$ cat src/rtl/alu_arbiter.sv
// Round-robin arbiter that shares one combinational ALU between two requesters.
// Operands are registered, the result is captured after one EXEC cycle, and the response is held until consumed.
module alu_arbiter #(
    parameter int DATA_W    = 8,
    parameter int OP_W      = 8,
    parameter int CNT_W     = 8,
    parameter bit PRIO_INIT = 1'b0
) (
    input  logic              clk,
    input  logic              rst,
    input  logic              req0_valid,
    output logic              req0_ready,
    input  logic [DATA_W-1:0] req0_a,
    input  logic [DATA_W-1:0] req0_b,
    input  logic [OP_W-1:0]   req0_op,
    input  logic              req1_valid,
    output logic              req1_ready,
    input  logic [DATA_W-1:0] req1_a,
    input  logic [DATA_W-1:0] req1_b,
    input  logic [OP_W-1:0]   req1_op,
    output logic              rsp0_valid,
    input  logic              rsp0_ready,
    output logic [DATA_W-1:0] rsp0_result,
    output logic              rsp0_err,
    output logic              rsp1_valid,
    input  logic              rsp1_ready,
    output logic [DATA_W-1:0] rsp1_result,
    output logic              rsp1_err,
    output logic [DATA_W-1:0] alu_a,
    output logic [DATA_W-1:0] alu_b,
    output logic [OP_W-1:0]   alu_op,
    input  logic [DATA_W-1:0] alu_result,
    output logic              busy,
    output logic [CNT_W-1:0]  ops_count
);

    typedef enum logic [1:0] {IDLE, EXEC, RESP} state_t;

    localparam logic [OP_W-1:0] OP_DIV = OP_W'(8'h03);
    localparam logic [OP_W-1:0] OP_MOD = OP_W'(8'h13);

    state_t             state_q, state_d;
    logic               owner_q, owner_d;
    logic               last_grant_q, last_grant_d;
    logic [DATA_W-1:0]  a_q, a_d, b_q, b_d, result_q, result_d;
    logic [OP_W-1:0]    op_q, op_d;
    logic               err_q, err_d;
    logic               rsp0_valid_q, rsp0_valid_d, rsp1_valid_q, rsp1_valid_d;
    logic [CNT_W-1:0]   ops_count_q, ops_count_d;
    logic               grant0, grant1, op_legal, div_zero, rsp_fire;

    // On a tie the requester that was not served last wins.
    always_comb begin
        grant0 = 1'b0;
        grant1 = 1'b0;
        if (state_q == IDLE) begin
            grant0 = req0_valid && (!req1_valid || last_grant_q);
            grant1 = req1_valid && (!req0_valid || !last_grant_q);
        end
    end

    always_comb begin
        op_legal = op_q inside {[OP_W'(8'h00):OP_W'(8'h06)], [OP_W'(8'h08):OP_W'(8'h0B)],
                                OP_W'(8'h10), OP_W'(8'h11), OP_W'(8'h13)};
        div_zero = ((op_q == OP_DIV) || (op_q == OP_MOD)) && (b_q == '0);
        rsp_fire = (rsp0_valid_q && rsp0_ready) || (rsp1_valid_q && rsp1_ready);
    end

    always_comb begin
        state_d      = state_q;
        owner_d      = owner_q;
        last_grant_d = last_grant_q;
        a_d          = a_q;
        b_d          = b_q;
        op_d         = op_q;
        result_d     = result_q;
        err_d        = err_q;
        rsp0_valid_d = rsp0_valid_q;
        rsp1_valid_d = rsp1_valid_q;
        ops_count_d  = ops_count_q;
        case (state_q)
            IDLE: begin
                if (grant0 || grant1) begin
                    a_d     = grant1 ? req1_a  : req0_a;
                    b_d     = grant1 ? req1_b  : req0_b;
                    op_d    = grant1 ? req1_op : req0_op;
                    owner_d = grant1;
                    state_d = EXEC;
                end
            end
            EXEC: begin
                if (!op_legal || div_zero) begin
                    result_d = '0;
                    err_d    = 1'b1;
                end else begin
                    result_d = alu_result;
                    err_d    = 1'b0;
                end
                rsp0_valid_d = !owner_q;
                rsp1_valid_d = owner_q;
                state_d      = RESP;
            end
            RESP: begin
                if (rsp_fire) begin
                    rsp0_valid_d = 1'b0;
                    rsp1_valid_d = 1'b0;
                    last_grant_d = owner_q;
                    ops_count_d  = ops_count_q + CNT_W'(1);
                    state_d      = IDLE;
                end
            end
            default: state_d = IDLE;
        endcase
    end

    always_ff @(posedge clk) begin
        if (rst) begin
            state_q      <= IDLE;
            owner_q      <= 1'b0;
            last_grant_q <= ~PRIO_INIT;
            a_q          <= '0;
            b_q          <= '0;
            op_q         <= '0;
            result_q     <= '0;
            err_q        <= 1'b0;
            rsp0_valid_q <= 1'b0;
            rsp1_valid_q <= 1'b0;
            ops_count_q  <= '0;
        end else begin
            state_q      <= state_d;
            owner_q      <= owner_d;
            last_grant_q <= last_grant_d;
            a_q          <= a_d;
            b_q          <= b_d;
            op_q         <= op_d;
            result_q     <= result_d;
            err_q        <= err_d;
            rsp0_valid_q <= rsp0_valid_d;
            rsp1_valid_q <= rsp1_valid_d;
            ops_count_q  <= ops_count_d;
        end
    end

    assign req0_ready  = grant0;
    assign req1_ready  = grant1;
    assign rsp0_valid  = rsp0_valid_q;
    assign rsp1_valid  = rsp1_valid_q;
    assign rsp0_result = result_q;
    assign rsp1_result = result_q;
    assign rsp0_err    = err_q;
    assign rsp1_err    = err_q;
    assign alu_a       = a_q;
    assign alu_b       = b_q;
    assign alu_op      = op_q;
    assign busy        = (state_q != IDLE);
    assign ops_count   = ops_count_q;

endmodule

$ cat config.mk
export PLATFORM = sky130hd
export DESIGN_NAME = alu_arbiter
export DESIGN_NICKNAME = d
export VERILOG_FILES = /design/src/rtl/alu_arbiter.sv
export SDC_FILE = /design/constraint.sdc
export NUM_CORES = 1
export LEC_CHECK = 0
export ABC_AREA = 1
export BUFFER_PORTS_ARGS = -buffer_cell sky130_fd_sc_hd__buf_2
export CORE_MARGIN = 4
export CORE_UTILIZATION = 40
export CTS_BUF_LIST = sky130_fd_sc_hd__clkbuf_8
export CTS_CLUSTER_SIZE = 20
export DETAILED_ROUTE_END_ITERATION = 8
export GPL_TIMING_DRIVEN = 1
export PLACE_DENSITY = 0.81
export SETUP_SLACK_MARGIN = 0.1
export SLEW_MARGIN = 30
export SYNTH_ARGS = -nofsm -noshare
export SYNTH_HDL_FRONTEND = slang
export SYNTH_SLANG_ARGS = --single-unit
$ cat constraint.sdc
create_clock -name clk -period 3.2 [get_ports clk]
set_input_delay 0.32 -clock clk [delete_from_list [all_inputs] [get_ports clk]]
set_output_delay 0.32 -clock clk [all_outputs]
set_load 0.02 [all_outputs]
==> impl_metrics.ini <==
[logic_synthesis]
synth_xor_area_frac = 0.0114
ys_types = 27
synth_ff_type = dfxtp_1
yosysTopAreaCellShare = 0.409
synth_top_family_by_area = simple AND/OR/NAND/NOR gates
yosys.area_share.simple = 0.333
synth_seq_cells = 47
yosys-mux-area-fraction = 0.0348
synth_fp_nets = 408
yosys.area.top_type = dfxtp_1
ys_top_cells_by_area = dfxtp_1 41%, nand2_1 25%, a21oi_1 7.6%
synth_compound_area_frac = 0.0941
synthArstFlopShare = 0
yosysWarnings = 0
ys_top_cells_by_count = 153 x nand2_1, 47 x dfxtp_1, 35 x a21oi_1
synth_edf_count = 0
synthAdderAreaFrac = 0.00544
synth_cells = 345
synth_seq_area_share = 0.409
synth_area_mm2 = 0.00230
syn_avg_cell_area_um2 = 6.67
yosysMostFrequentCell = nand2_1

[global_route]
antenna_found_initial = 0
grt_pass1_vias = 2163
track_usage = 0.161
grt_max_degree = 36
grt_overflow = 0
grt_pass1_wl_um = 9490

[floorplanning]
die_w_um = 83.8
start_util = 0.415
rows = 27
core-area_mm2 = 0.00554
ios = 117
fp.dieH_um = 83.8
dieArea_mm2 = 0.00703

[route]
dr.pass1.iters = 4
via_per_inst = 4.61
ant_nets = 0
drt_iter0_drc = 116
routed_wl_um = 5850
vias = 2395
drc = 0
post_drt_wl_per_cell_um = 11.3

[setup_path]
cp_data_arrival_time_ns = 1.69
crit_fanout = 27
startpoint = state_q[1]
cp_data_required_time_ns = 2.88
reg2reg_to = alu_b[0]
r2r-start = state_q[1]
worst-r2r-cell-count = 6
setup.worst_path.class = reg -> out
worst_setup_path_end_kind = output port
r2r_setup_slack_ns = 1.48
cp-start-kind = register

[sta]
final.period_utilization = 0.628
finalHoldViolations = 0
clock_skew_ns = 0.00458
layout_min_cycle_time_ns = 2.01
slew-limit-headroom = 0.585
setup_viol = 0
tns_ns = 0
max_freq_ghz = 0.498
tightestPinTransition_ns = 0.623
slew_viol_final = 0
rsz0062_at_grt = false

[clock_network]
clock_sinks = 47
cts.reportedPaths.clkPinSlew_ns = 0.08
cts_max_path_buffers = 2
cts-root-buf = clkbuf_8
clk-insertion-delay-late_ns = 0.29
numCtsBuffers = 5
cts_setup_buffers = 0
h-tree-depth = 2
ctsHoldBuffers = 0
cts_tree = yes
post_cts_resized = 0

[layout]
drive_gt1_frac = 0.295
final_core_util = 0.528
design_area_mm2 = 0.00293
fin_cells = 519
syn2layout_area_growth_pct = 27.2
diodes = 0
fin_nets = 509

[placement]
place_congestion = 0.779
io_buffers = 116
place_inst = 511
place_area_mm2 = 0.00283
hpwl_um = 4540

[worst_hold_path]
worstHoldEndpoint = rsp0_result[5]
min_path_cells = 3
min_from = alu_result[5]
hold_class = in -> reg

[flow_run]
max-cap-violations = 0

[power_and_ir_drop]
power_density_mw_per_mm2 = 469
irDropWorstVdd_mv = 0.237
total_power_mw = 1.37
p_leak_nw = 1.58

[outcome]
outcome = completed
[per-stage QoR]
step                hold slack, ns  setup WS [ns]
floorplan                    0.441           1.93
global placement             0.451           1.46
detailed placement           0.460           1.42
CTS                          0.267           1.17
global route                 0.282           1.04
finish                       0.272           1.19
[area by class of cell]
class / count / area [µm²]
Fill cell: 566 / 2620
Multi-Input combinational cell: 246 / 1100
Sequential cell: 47 / 941
Timing Repair Buffer: 117 / 588
Inverter: 29 / 110
Tap cell: 72 / 90.1
Clock buffer: 6 / 82.6
Clock inverter: 2 / 12.5
[cells in the final DEF (no fill, tap or decap)]
master / netlist / layout
clkinv_2: 1 / 1
nand2_1: 153 / 153
o21ai_1: 1 / 1
nor2_4: 1 / 1
nand3_1: 5 / 5
mux2i_1: 8 / 8
o211ai_1: 1 / 1
nand3_2: 1 / 1
xor2_1: 2 / 2
clkbuf_8: 0 / 6
buf_2: 7 / 116
inv_2: 2 / 2
nand2_4: 1 / 1
clkinv_4: 0 / 1
o21ai_0: 3 / 3
ha_1: 1 / 1
or2_2: 1 / 1
xnor2_1: 1 / 1
buf_4: 10 / 1
inv_1: 26 / 27
nor3_1: 1 / 1
dfxtp_1: 47 / 47
nor2_1: 28 / 28
a31oi_1: 1 / 1
o21bai_1: 1 / 1
a21oi_1: 35 / 35
nand3_4: 1 / 1
[cells by family (layout without fill, tap and decap cells)]
| kind of cell | after synthesis | in the layout |
|---|---|---|
| simple gates | 192 | 192 |
| buf+inv | 52 | 154 |
| flops | 47 | 47 |
| compound gates | 42 | 42 |
| mux | 8 | 8 |
| xor+xnor | 3 | 3 |
| fa+ha+maj | 1 | 1 |
[worst max-delay path, stage by stage, from the launching register on]
cell,delay (ns)
dfxtp_1,0.35
nor2_4,0.16
nand3_4,0.28
clkinv_2,0.36
buf_2,0.23
[power breakdown]
group          internal [mW]  switching, mW
clock network          0.174          0.191
registers              0.628         0.0310
logic                  0.126          0.221
total                  0.928          0.443
[registers in the layout, indices dropped and copies added (netlist names)]
| name | cells |
|---|---|
| alu_a | 8 |
| alu_b | 8 |
| alu_op | 8 |
| last_grant_q | 1 |
| ops_count | 8 |
| owner_q | 1 |
| rsp0_err | 1 |
| rsp0_result | 8 |
| rsp0_valid | 1 |
| rsp1_valid | 1 |
| state_q | 2 |
[worst max path at each step]
stage / slack (ns) / endpoint / cells after the start
3_3_place_gp: 1.46 / alu_b[6] / 7
2_1_floorplan: 1.93 / ops_count[2] / 8
6_report: 1.19 / req1_ready / 4
4_1_cts: 1.17 / req1_ready / 4
5_1_grt: 1.04 / req1_ready / 4
3_5_place_dp: 1.42 / alu_a[7] / 7
[per-layer routing]
metal  GRT usage  up-vias  part of all wire
met5           0        -                 0
met4      0.0599        0             0.017
met3      0.0237       11             0.043
met2       0.293       62              0.50
met1       0.191     1070              0.44
li1            -     1252                 -
Power figures use the tool's default switching activity.
